**src/rtl/fetch_stage.sv**
```systemverilog
// fetch_stage: RV32I instruction-fetch stage (PC, imem req/ack handshake, IF/ID feed); ports clk_i, rst_ni (async active-low), imem_req_o/imem_addr_o/imem_ack_i/imem_rdata_i, stall_i, redirect_i/redirect_pc_i, ifid_load_o/ifid_valid_o/ifid_inst_o/ifid_pc_o/ifid_pc4_o; `define IF_PERF_CNT_EN adds perf_fetched_o/perf_bubbles_o
module fetch_stage #(
  parameter logic [31:0] RESET_PC = 32'h0000_0000
) (
  input  logic        clk_i,
  input  logic        rst_ni,
  output logic        imem_req_o,
  output logic [31:0] imem_addr_o,
  input  logic        imem_ack_i,
  input  logic [31:0] imem_rdata_i,
  input  logic        stall_i,
  input  logic        redirect_i,
  input  logic [31:0] redirect_pc_i,
  output logic        ifid_load_o,
  output logic        ifid_valid_o,
  output logic [31:0] ifid_inst_o,
  output logic [31:0] ifid_pc_o,
  output logic [31:0] ifid_pc4_o
`ifdef IF_PERF_CNT_EN
  ,
  output logic [31:0] perf_fetched_o,
  output logic [31:0] perf_bubbles_o
`endif
);
  localparam logic [31:0] NOP = 32'h0000_0013;
  typedef enum logic [1:0] {IDLE, FETCH, HOLD, DROP} state_e;
  state_e      state_q, state_d;
  logic [31:0] pc_q, pc_d, buf_inst_q, buf_inst_d, buf_pc_q, buf_pc_d;
  always_comb begin
    state_d = state_q;
    pc_d = pc_q;
    buf_inst_d = buf_inst_q;
    buf_pc_d = buf_pc_q;
    imem_req_o = state_q == FETCH || state_q == DROP;
    // DROP keeps presenting the abandoned address; pc already holds the target
    imem_addr_o = state_q == DROP ? buf_pc_q : pc_q;
    ifid_load_o = ~stall_i | redirect_i;
    ifid_valid_o = ~redirect_i & ((state_q == FETCH & imem_ack_i) | state_q == HOLD);
    ifid_inst_o = !ifid_valid_o ? NOP : state_q == HOLD ? buf_inst_q : imem_rdata_i;
    ifid_pc_o = state_q == HOLD ? buf_pc_q : pc_q;
    ifid_pc4_o = ifid_pc_o + 32'd4;
    case (state_q)
      IDLE: state_d = FETCH;
      FETCH: if (imem_ack_i) begin
        pc_d = pc_q + 32'd4;
        if (stall_i) begin
          buf_inst_d = imem_rdata_i;
          buf_pc_d = pc_q;
          state_d = HOLD;
        end
      end
      HOLD: state_d = stall_i ? HOLD : FETCH;
      default: state_d = imem_ack_i ? FETCH : DROP;
    endcase
    if (redirect_i) begin
      pc_d = redirect_pc_i & ~32'h3;
      buf_inst_d = buf_inst_q;
      // an unacked request in FETCH must still complete: remember its address
      buf_pc_d = state_q == FETCH ? pc_q : buf_pc_q;
      state_d = (state_q == FETCH || state_q == DROP) && !imem_ack_i ? DROP : FETCH;
    end
  end
  always_ff @(posedge clk_i or negedge rst_ni)
    if (!rst_ni) begin
      state_q <= IDLE;
      pc_q <= RESET_PC;
      buf_inst_q <= '0;
      buf_pc_q <= '0;
    end else begin
      state_q <= state_d;
      pc_q <= pc_d;
      buf_inst_q <= buf_inst_d;
      buf_pc_q <= buf_pc_d;
    end
`ifdef IF_PERF_CNT_EN
  logic [31:0] fetched_q, bubbles_q;
  always_ff @(posedge clk_i or negedge rst_ni)
    if (!rst_ni) begin
      fetched_q <= '0;
      bubbles_q <= '0;
    end else if (ifid_load_o) begin
      fetched_q <= fetched_q + {31'd0, ifid_valid_o};
      bubbles_q <= bubbles_q + {31'd0, ~ifid_valid_o};
    end
  assign perf_fetched_o = fetched_q;
  assign perf_bubbles_o = bubbles_q;
`endif
endmodule

```
**config.mk**
```make
export PLATFORM = sky130hd
export DESIGN_NAME = fetch_stage
export DESIGN_NICKNAME = d
export VERILOG_FILES = /design/src/rtl/fetch_stage.sv
export SDC_FILE = /design/constraint.sdc
export NUM_CORES = 1
export LEC_CHECK = 0
export CAP_MARGIN = 20
export CORE_AREA = 4 4 120 122
export CTS_BUF_LIST = sky130_fd_sc_hd__clkbuf_4
export DETAILED_ROUTE_END_ITERATION = 8
export DIE_AREA = 0 0 124 126
export HOLD_SLACK_MARGIN = 0.08
export PLACE_DENSITY = 0.82
export SKIP_CTS_REPAIR_TIMING = 1
export SLEW_MARGIN = 15
export SYNTH_ARGS = -nofsm -noshare
export SYNTH_HDL_FRONTEND = slang
export SYNTH_SLANG_ARGS = --single-unit
export TNS_END_PERCENT = 5
```
**constraint.sdc**
```tcl
create_clock -name clk_i -period 4.37 [get_ports clk_i]
set_input_delay 0.874 -clock clk_i [delete_from_list [all_inputs] [get_ports clk_i]]
set_output_delay 0.874 -clock clk_i [all_outputs]
set_load 0.01 [all_outputs]
```
==> metrics.csv <==
metric,value,unit
Final nets,937,
worst-skew pair later-pin latency,0.46,ns
max frequency,234,MHz
Least-Margin Pin Slew,1.04,ns
clock buffer depth,2,
CP startpoint kind,flip-flop,
Row Count,42,
utilization after layout,65.4,%
Clock Skew,0.0138,ns
Final min period,4.27,ns
unrepaired setup endpoints after global routing,yes,
CP max FO,22,
Worst EP arrival,3.39,ns
Finished Layout Cells,1048,
mean routed wirelength per cell,16.9,µm
fraction of registers with async set/reset,100,%
global-route wire length before repair,28000,µm
leakage power,3.59,nW
CTS buffer count,9,
yosys warns,0,
Initial Util,49.0,%
clock transition at the registers of the reported paths,0.16,ns
Synth cell types,50,
share of the cycle needed by the critical path after routing,97.7,%
Setup WS post-layout,0.101,ns
Syn Inst Count,696,
vias,5540,
RePlAce Congestion,0.881,
Max-slew headroom,30.6,%
H-tree levels,3,
Final Max Slew Viols,0,
die area,15600,µm²
Hold Path Class,input pin to asynchronous set/reset pin,
1st-pass router iterations,4,
DRT iter0 DRCs,331,
dpl ws,0.190,ns
Die Y,126,µm
pwr dens,330,nW/µm²
"flops & latches, synth",94,
# port buffers,191,
CTS tree,yes,
CTS Root Cell,clkbuf_4,
Crit Path Class,flip-flop to output port,
"Hold Vio Cnt, Final",0,
Final setup viols,0,
largest net degree at the start of global routing,76,
Core Region,13200,µm²
max cap viols,0,
Mean Syn Cell Area,9.28,µm²
Ports,200,
Total Routing Usage GR,22.3,%
Sink Count,94,
outcome,"finished, final reports clean",
"Power, Total",2.85,mW
initial antenna violation count,1,
Worst EP required,3.50,ns
Post-synth EDFFs,0,
placed cell count,1024,
Most used DFF post-synth,dfrtp_1,
P&R area growth vs syn,33.6,%
area of the mapped netlist,6460,µm²
Post-Route WL,17700,µm
Fillers,1093,
critical path endpoint category,output port,
Congestion Overflow GR,0,
Worst VDD drop,192,µV
drt drc,0,
share of cells above drive strength 1,19.4,%
Die Wd,124,µm
post-synthesis sequential area ratio,36.4,%
number of global-route vias before repair,5474,
DP Wirelength,12700,µm
post-route ant nets,0,
vias per inst,5.29,
-- metrics by stage --
step / hold WS, ns / area (µm²) / setup TNS, ns
finish: 0.525 / 8630 / 0
detailed placement: 0.495 / 8400 / 0
floorplan: 0.481 / 6480 / 0
CTS: 0.528 / 8560 / -0.336
global placement: 0.488 / 8400 / 0
global route: 0.538 / 8630 / -0.155
-- cells in the final DEF (no fill, tap or decap), types with 4 or more instances in the layout --
cell             instances
nand2_1                190
clkdlybuf4s50_1        189
mux2_2                  98
dfrtp_1                 93
xor2_1                  31
a21oi_1                 30
o21ai_0                 28
xnor2_1                 24
buf_4                   21
nand3_1                 16
mux2i_1                 13
nor3_1                  13
and3_1                  11
nand4_1                 11
inv_1                   10
nor2_1                  10
clkbuf_4                 9
conb_1                   6
mux2i_4                  5
mux2i_2                  4
nor4_2                   4
nor4_4                   4
-- routing by layer --
metal  wire (µm)  track usage [%]  vias to the layer above
met4         435             7.54                        0
li1            -                -                     2703
met5           0                0                        -
met1        7300             29.4                     2627
met2        8530             35.6                      178
met3        1450             5.96                       32
-- layout make-up --
type	instances	area [µm²]	share of cell area [%]
clock inverters	7	96.3	1.12
diodes	1	2.50	0.0290
well taps	176	220	2.55
inverters	10	37.5	0.435
flip-flops and latches	94	2350	27.3
clock buffers	9	67.6	0.783
multi-input cells	539	3790	43.9
repair buffers	212	2070	23.9
-- critical path: stages (launching register included) --
cell and delay (ns):
dfrtp_2 0.51, nor2b_4 0.30, buf_4 0.37, mux2i_2 0.36, nand3_1 0.24, nor4_2 0.34
xor2_1 0.23, clkdlybuf4s50_1 0.57
-- flip-flops by register name, indices dropped and copies added (netlist names) --
name        cells
buf_inst_q     32
buf_pc_q       30
pc_q           30
state_q         2
-- logic make-up (layout without fill, tap and decap cells) --
family | count (synthesis) | after routing | synth area share, %
adder cells (fa/ha/maj) | 2 | 2 | 0.387
multiplexers | 122 | 122 | 22.0
XOR/XNOR | 55 | 55 | 7.46
AO/OA/AOI/OAI | 69 | 69 | 5.93
flip-flops | 94 | 94 | 36.4
other | 1 | 7 | 0.0581
AND/OR/NAND/NOR | 285 | 285 | 22.2
buffers and inverters | 68 | 238 | 5.56
-- path summary, 6_finish.rpt --
kind	start	end	slack [ns]	depth (start not counted)
max in group asynchronous	rst_ni	pc_q[25]$_DFFE_PN0N_	2.94	2
setup reg to reg	state_q[1]$_DFFE_PN0P_	pc_q[20]$_DFFE_PN0N_	1.90	6
min in group clk_i	buf_inst_q[5]$_DFFE_PN0P_	buf_inst_q[5]$_DFFE_PN0P_	0.53	1
hold / removal	rst_ni	pc_q[15]$_DFFE_PN0N_	0.53	1
hold reg to reg	buf_inst_q[5]$_DFFE_PN0P_	buf_inst_q[5]$_DFFE_PN0P_	0.53	1
setup / recovery	state_q[0]$_DFFE_PN0P_	ifid_pc4_o[26]	0.10	7
-- synth_stat cells, types with 11 or more instances --
cell        n  share of area [%]
dfrtp_1    94                 36
nand4_1    11                1.1
clkbuf_1   28                1.6
xor2_1     31                4.2
xnor2_1    24                3.3
nor3_1     13                1.0
a21oi_1    30                2.3
o21ai_0    28                2.2
and3_1     11                1.1
nor2_1     11               0.64
mux2i_1    13                2.0
buf_2      15                1.2
nand2_1   190                 11
nand3_1    16                1.2
mux2_2     98                 17
-- report_power, final --
part           switching, mW  total [mW]  leakage [nW]  internal (mW)
Combinational          0.438        1.05          2.36          0.611
Sequential             0.184        1.25          1.13           1.06
Clock                  0.316       0.551        0.0903          0.234
Total                  0.938        2.85          3.59           1.91
Note: power is estimated with default switching activity, not from simulation.
